==> src/rtl/uart_pkg.sv <==
// Shared definitions for the UART transmit path: frame states, parity
// selectors and the supported data-width range.
package uart_pkg;

  localparam int DATA_WIDTH_MIN = 5;
  localparam int DATA_WIDTH_MAX = 9;

  localparam logic PAR_EVEN = 1'b0;
  localparam logic PAR_ODD  = 1'b1;

  typedef enum logic [2:0] {
    S_IDLE   = 3'd0,
    S_START  = 3'd1,
    S_DATA   = 3'd2,
    S_PARITY = 3'd3,
    S_STOP1  = 3'd4,
    S_STOP2  = 3'd5
  } tx_state_e;

  // Plain-vector aliases so the state register stays a legacy logic vector.
  localparam logic [2:0] ST_IDLE   = S_IDLE;
  localparam logic [2:0] ST_START  = S_START;
  localparam logic [2:0] ST_DATA   = S_DATA;
  localparam logic [2:0] ST_PARITY = S_PARITY;
  localparam logic [2:0] ST_STOP1  = S_STOP1;
  localparam logic [2:0] ST_STOP2  = S_STOP2;

endpackage

==> src/rtl/uart_tx_serializer.sv <==
// Holds the latched transmit word and the bit counter, and presents the data
// bit addressed by the counter (mirrored for MSB-first frames).
module uart_tx_serializer #(
  parameter int DATA_WIDTH = 8,
  parameter int MSB_FIRST  = 0
) (
  input  logic                  CLK,
  input  logic                  RST,
  input  logic                  load,
  input  logic                  shift,
  input  logic [DATA_WIDTH-1:0] p_data,
  output logic [DATA_WIDTH-1:0] data,
  output logic                  bit_sel,
  output logic                  last
);

  localparam int CW = $clog2(DATA_WIDTH);
  localparam logic [CW-1:0] LAST_IDX = CW'(DATA_WIDTH - 1);

  logic [CW-1:0] cnt_q;
  logic [CW-1:0] idx;

  always_ff @(posedge CLK or negedge RST) begin
    if (!RST) begin
      data  <= '0;
      cnt_q <= '0;
    end else if (load) begin
      data  <= p_data;
      cnt_q <= '0;
    end else if (shift && !last) begin
      cnt_q <= cnt_q + CW'(1);
    end
  end

  assign last    = (cnt_q == LAST_IDX);
  assign idx     = (MSB_FIRST != 0) ? (LAST_IDX - cnt_q) : cnt_q;
  assign bit_sel = data[idx];

endmodule

==> src/rtl/uart_tx_frame.sv <==
// UART transmit framer: start bit, data, optional parity, one or two stop
// bits, one bit per CLK, with gapless back-to-back frames.
module uart_tx_frame
  import uart_pkg::*;
#(
  parameter int DATA_WIDTH = 8,
  parameter int MSB_FIRST  = 0
) (
  input  logic                  CLK,
  input  logic                  RST,
  input  logic [DATA_WIDTH-1:0] P_DATA,
  input  logic                  DATA_VALID,
  input  logic                  PAR_EN,
  input  logic                  PAR_TYP,
  input  logic                  STOP2,
  output logic                  TX_READY,
  output logic                  TX_OUT,
  output logic                  BUSY
);

  if (DATA_WIDTH < DATA_WIDTH_MIN || DATA_WIDTH > DATA_WIDTH_MAX) begin : g_bad_width
    $error("uart_tx_frame: DATA_WIDTH %0d outside %0d..%0d",
           DATA_WIDTH, DATA_WIDTH_MIN, DATA_WIDTH_MAX);
  end

  // Handshake: a word is taken on a rising edge where DATA_VALID and TX_READY
  // are both 1; upstream must hold P_DATA and config stable until then.
  logic [2:0]            state_q, state_d;
  logic                  par_en_q, par_typ_q, stop2_q;
  logic                  final_stop, accept;
  logic [DATA_WIDTH-1:0] data;
  logic                  data_bit, data_last, par_bit, bit_sel;

  uart_tx_serializer #(
    .DATA_WIDTH (DATA_WIDTH),
    .MSB_FIRST  (MSB_FIRST)
  ) u_ser (
    .CLK     (CLK),
    .RST     (RST),
    .load    (accept),
    .shift   (state_q == ST_DATA),
    .p_data  (P_DATA),
    .data    (data),
    .bit_sel (data_bit),
    .last    (data_last)
  );

  assign final_stop = stop2_q ? (state_q == ST_STOP2) : (state_q == ST_STOP1);
  assign TX_READY   = (state_q == ST_IDLE) || final_stop;
  assign accept     = DATA_VALID && TX_READY;
  assign par_bit    = (par_typ_q == PAR_ODD) ? ~(^data) : (^data);

  always_comb begin
    state_d = state_q;
    case (state_q)
      ST_IDLE:   if (accept) state_d = ST_START;
      ST_START:  state_d = ST_DATA;
      ST_DATA:   if (data_last) state_d = par_en_q ? ST_PARITY : ST_STOP1;
      ST_PARITY: state_d = ST_STOP1;
      ST_STOP1:  state_d = stop2_q ? ST_STOP2 : (accept ? ST_START : ST_IDLE);
      ST_STOP2:  state_d = accept ? ST_START : ST_IDLE;
      default:   state_d = ST_IDLE;
    endcase
  end

  always_comb begin
    bit_sel = 1'b1;
    case (state_q)
      ST_START:  bit_sel = 1'b0;
      ST_DATA:   bit_sel = data_bit;
      ST_PARITY: bit_sel = par_bit;
      default:   bit_sel = 1'b1;
    endcase
  end

  // TX_OUT and BUSY trail the state by one cycle, so both reflect the bit
  // chosen by the state that was current at the edge.
  always_ff @(posedge CLK or negedge RST) begin
    if (!RST) begin
      state_q   <= ST_IDLE;
      TX_OUT    <= 1'b1;
      BUSY      <= 1'b0;
      par_en_q  <= 1'b0;
      par_typ_q <= PAR_EVEN;
      stop2_q   <= 1'b0;
    end else begin
      state_q <= state_d;
      TX_OUT  <= bit_sel;
      BUSY    <= (state_q != ST_IDLE);
      if (accept) begin
        par_en_q  <= PAR_EN;
        par_typ_q <= PAR_TYP;
        stop2_q   <= STOP2;
      end
    end
  end

endmodule

==> config.mk <==
export PLATFORM = sky130hd
export DESIGN_NAME = uart_tx_frame
export DESIGN_NICKNAME = d
export VERILOG_FILES = /design/src/rtl/uart_pkg.sv /design/src/rtl/uart_tx_serializer.sv /design/src/rtl/uart_tx_frame.sv
export SDC_FILE = /design/constraint.sdc
export NUM_CORES = 1
export LEC_CHECK = 0
export CORE_ASPECT_RATIO = 0.6
export CORE_UTILIZATION = 40
export DETAILED_ROUTE_END_ITERATION = 12
export GPL_ROUTABILITY_DRIVEN = 0
export REMOVE_ABC_BUFFERS = 1
export SLEW_MARGIN = 20
export SYNTH_ARGS = -nofsm -noshare
export SYNTH_HDL_FRONTEND = slang
export SYNTH_SLANG_ARGS = --single-unit
export TNS_END_PERCENT = 1
==> constraint.sdc <==
create_clock -name CLK -period 2.17 [get_ports CLK]
set_input_delay 0.434 -clock CLK [delete_from_list [all_inputs] [get_ports CLK]]
set_output_delay 0.434 -clock CLK [all_outputs]
set_load 0.01 [all_outputs]
Word level (Yosys, flattened, before mapping)
Cells that the tools add are included.

Add/subtract/negate cells: 1. Order comparisons: 1. Eq/ne operators: 8. Multiplexer cells: 13. Bitwise gates (word level): 1. Reduce and logical (&&, ||, !) cells: 9.

Operators by type and width (number): two-way mux 3 bit (6); one-hot mux 3 bit (6 select lines) (1); == test 3 bit (second input constant) (3); XOR reduction 8 bit (1); == test 3 x 2 -> 1 bit (second input constant) (2); less-than comparator 3 x 4 -> 1 bit (second input constant) (1); two-way mux 1 bit (4); != test 2 bit (second input constant) (2); adder 3 x 1 -> 3 bit (second input constant) (1); binary-select mux 1 bit (select 3 bit) (1); == test 3 x 1 -> 1 bit (second input constant) (1); logical NOT 3 bit (1); one-hot mux 1 bit (3 select lines) (1); nonzero test 3 bit (1); logical AND 1 bit (2); AND reduction 2 bit (1); nonzero test 2 bit (1); logical NOT 1 bit (1); logical OR 1 bit (1); inverter 1 bit (1).

Register bits after elaboration: 19. Output and inout port bits: 3.

Depth between registers and ports, before layout
Depth after elaboration: 7. Depth in mapped cells: 5.

Modules after synthesis
Synthesis repeated with hierarchy kept, for this count alone.

Cell total of the unflattened synthesis: 83. Area, all modules: 1038.5 µm².

Modules (own cells, without submodules): uart_tx_frame (times used 1, cells each 51, area an instance 533.0 µm², seq. area each 201.4 µm²); uart_tx_serializer (times used 1, cells each 32, area an instance 505.5 µm², seq. area each 275.3 µm²).

Worst setup path before layout
Ideal clock, no wire load.

Path type: flip-flop to flip-flop. Start point: register state_q[2]. End point: register par_en_q. Library setup time: 0.127 ns. Arrival: 1.428 ns. Required time: 2.043 ns. Setup slack: 0.615 ns. Stages on the path, launching flop included: 6. Path buffers: 1. Cell sequence: dfrtp_1 -> nand2_1 -> xnor2_2 -> nor2_2 -> buf_6 -> mux2_1.

Word-level cells in the longest chain between the ends: 4. Elaborated cells between the ends (all ways): 6. Classes of those cells: eq/ne (2); mux (1); reduce/logical (3).

Ends and longest elaborated chain: from (decl) (line uart_tx_frame.sv:28) `logic [2:0] state_q, state_d;`; from (signal assigned) (line uart_tx_frame.sv:87) `state_q <= state_d;`; == test 3 bit (line uart_tx_frame.sv:48) `assign final_stop = stop2_q ? (state_q == ST_STOP2) : (state_q == ST_STOP1);`; two-way mux 1 bit (line uart_tx_frame.sv:48); logical OR 1 bit * (line uart_tx_frame.sv:49) `assign TX_READY = (state_q == ST_IDLE) || final_stop;`; logical AND 1 bit * (line uart_tx_frame.sv:50) `assign accept = DATA_VALID && TX_READY;`; to (signal assigned) (line uart_tx_frame.sv:83) `par_en_q <= 1'b0;`; to (signal assigned) (line uart_tx_frame.sv:91) `par_en_q <= PAR_EN;`; to (decl) (line uart_tx_frame.sv:29) `logic par_en_q, par_typ_q, stop2_q;`.

Mark *: on every way between the ends. The rest lies on a longest branch, timed or not. A chain may end at the register's enable or synchronous reset.

Worst setup path after layout
Start point: register state_q[2]. End point: output port TX_READY.

Word-level cells in the longest chain between the ends: 3. Elaborated cells between the ends (all ways): 5. Classes of those cells: eq/ne (2); mux (1); reduce/logical (2).

Ends and longest elaborated chain: == test 3 bit (line uart_tx_frame.sv:48); two-way mux 1 bit (line uart_tx_frame.sv:48); logical OR 1 bit * (line uart_tx_frame.sv:49); to (decl) (line uart_tx_frame.sv:16) `output logic TX_READY,`.

Marks and branches as above.

==> metrics <==
cts bufs inserted 3; Avg Cell Area, Syn 12.8 sq um; Max Slew Vio Count 0; Die H 41.1 microns; CTS tree yes; outcome complete, no violations; setup bufs post-CTS 0; diodes inserted 0; Critical Path End Type output pin; routed wire length 1.72 mm; clock tree sinks 19; post-detail-place hpwl 1.31 mm; CP required 1.74 ns; Fmax achieved 484 MHz; Worst Tran Pin Value 0.387 ns; Hold WS 0.510 ns; Port Buffer Count 16; first-pass GRT wire length 2.79 mm; share of cells above drive strength 1 15.0%; root buffer cell clkbuf_8; global route overflow 0; Starting DRT DRC Count 22; clk slew on worst S/H paths 0.07 ns; pwr/cell area 1600 nW/um^2; Post-synth EDFFs 0; post-layout net count 117; placed cells 126; largest net degree at the start of global routing 20; Yosys Warn Count 0; Detail Route Antenna Nets 0; Die X 67.2 microns; Setup violations, final 0; clock buffer depth 2; library cells used by synthesis 33; core area 2280 sq um; crit path to TX_READY; Final min period 2.07 ns; Hold Fails Final Rpt 0; DRT Pass-1 Iters 4; Max-cap violations 0; Clock Skews 0.00255 ns; Worst Reg-to-Reg Cells 4; reg-to-reg endpoint TX_OUT$_DFF_PN1_; Critical Path Source state_q[2]$_DFFE_PN0P_; startpoint types register; H-tree depth 1; Main synth FF type dfrtp_1; Seq/Total Area, Yosys 46.7%; min-delay worst type in -> async; clk_lat worst skew 0.25 ns; # IOs 17; Layout Cells excl Fill 130; Vias 673; Layout Utilization 55.7%; placed inst area 1220 sq um; maximum vdd ir drop 0.649 mV; Post-Syn Area 1020 sq um; crit path DAT 1.63 ns; Lkg Pwr 0.547 nW; cells after synthesis 80; RSZ-0062 raised after global routing no; Vias/cell 5.18; asr flop ratio synth 100%; Site Rows 13; worst r2r src u_ser.cnt_q[1]$_DFFE_PN0P_; max_slew headroom 74.0%; Crit Path Class reg -> out; Initial Util 44.8%; Global Route Usage Sum 14.8%; flop and latch count out of synthesis 19; setup_tns 0 ns; total die area 2770 sq um; Design Area, Final 1270 sq um; r2r setup slk 0.54 ns; final cycle utilization of the critical path 95.2%; CP Max Fanout 6; area grow syn2layout 24.1%; Post-CTS Hold Fix Bufs 0; initial antenna violation count 0; per-cell routed wire length 13.2 microns; Remaining DRCs 0; vias in the first global route 596
Yosys cell counts (2+ instances only):
master | n | area (sq um)
a21oi_1 | 2 | 10.0
a2bb2oi_1 | 2 | 17.5
dfrtp_1 | 18 | 450
ha_1 | 2 | 25.0
inv_1 | 3 | 11.3
mux2_1 | 10 | 113
mux2_2 | 2 | 22.5
mux2i_1 | 2 | 20.0
mux4_1 | 2 | 52.6
nand2_1 | 2 | 7.51
nand2b_1 | 3 | 18.8
nor2_1 | 7 | 26.3
xnor2_1 | 5 | 43.8
routing by layer:
layer / part of all wire (%) / track usage, % / vias to the layer above / wire [microns]
li1: - / - / 321 / -
met1: 50 / 21.1 / 334 / 867
met2: 44 / 21.5 / 18 / 752
met3: 5.9 / 6.11 / 0 / 101
met4: 0 / 1.60 / 0 / 0
met5: 0 / 0 / - / 0
placed cells by master, fill, tap and decap left out:
master            n
nor3b_1           1
dfstp_2           1
clkbuf_8          3
and2_1            1
nor3_1            1
nand3_1           1
buf_4             3
or3_1             1
o21ai_0           1
mux2i_1           2
nand2_1           2
a211oi_2          1
a21oi_1           2
xnor2_1           5
o31ai_4           1
dfrtp_1          17
ha_1              2
o22ai_1           1
xnor3_1           1
dfrtp_2           1
nor2_1            7
mux2_2            2
nor2_2            1
xor2_1            1
o211a_1           1
xnor2_2           1
a2bb2oi_1         2
nand2b_1          3
mux2_1           10
clkdlybuf4s50_1  16
inv_1             3
o21a_1            1
clkbuf_1          1
mux4_1            2
nor3_2            1
state kept, by name (all words and copies together), names as in the netlist:
| name | cells |
|---|---|
| BUSY | 1 |
| TX_OUT | 1 |
| par_en_q | 1 |
| par_typ_q | 1 |
| state_q | 3 |
| stop2_q | 1 |
| u_ser.cnt_q | 3 |
| u_ser.data | 8 |
area by class of cell:
cell class / count / area [sq um]
Fill cell: 204 / 1010
Multi-Input combinational cell: 55 / 513
Sequential cell: 19 / 478
Timing Repair Buffer: 19 / 183
Clock buffer: 4 / 45.0
Tap cell: 30 / 37.5
Inverter: 3 / 11.3
cell families (layout without fill, tap and decap cells):
kind of cell	Yosys count	after routing	share of synthesized area (%)
flops	19	19	46.7
simple gates	19	19	9.68
mux	16	16	20.3
compound gates	10	10	8.82
xor+xnor	8	8	8.95
buf+inv	6	26	3.06
fa+ha+maj	2	2	2.45
critical path, cell delays in order, from the launching register on:
cell	delay, ns
dfrtp_2	0.44
nand2_1	0.14
xnor2_2	0.17
nor2_1	0.09
clkdlybuf4s50_1	0.55
per-stage QoR:
stage	setup slack (ns)	total power [mW]
after detailed placement	0.306	1.79
after floorplan	0.508	1.50
after global placement	0.348	1.78
after global routing	0.0314	2.19
final	0.105	2.03
after CTS	0.0313	2.04
power breakdown:
part | switching [mW] | internal [mW] | total (mW)
logic | 0.447 | 0.614 | 1.06
clock network | 0.111 | 0.130 | 0.242
registers | 0.177 | 0.547 | 0.723
total | 0.735 | 1.29 | 2.03
how the worst min path moves through the flow:
stage | from | end | cells after the start
2_1_floorplan | RST | BUSY$_DFF_PN0_ | 0
3_3_place_gp | par_typ_q$_DFFE_PN0P_ | par_typ_q$_DFFE_PN0P_ | 1
3_5_place_dp | par_en_q$_DFFE_PN0P_ | par_en_q$_DFFE_PN0P_ | 1
4_1_cts | RST | u_ser.data[3]$_DFFE_PN0P_ | 2
5_1_grt | RST | stop2_q$_DFFE_PN0P_ | 2
6_report | RST | u_ser.data[3]$_DFFE_PN0P_ | 2
repair_timing:
action | CTS | global route
hold endpoints to repair | 0 | 0
resized for setup | 0 | 1
setup endpoints to repair | 0 | 1
Note: power is estimated with default switching activity, not from simulation.
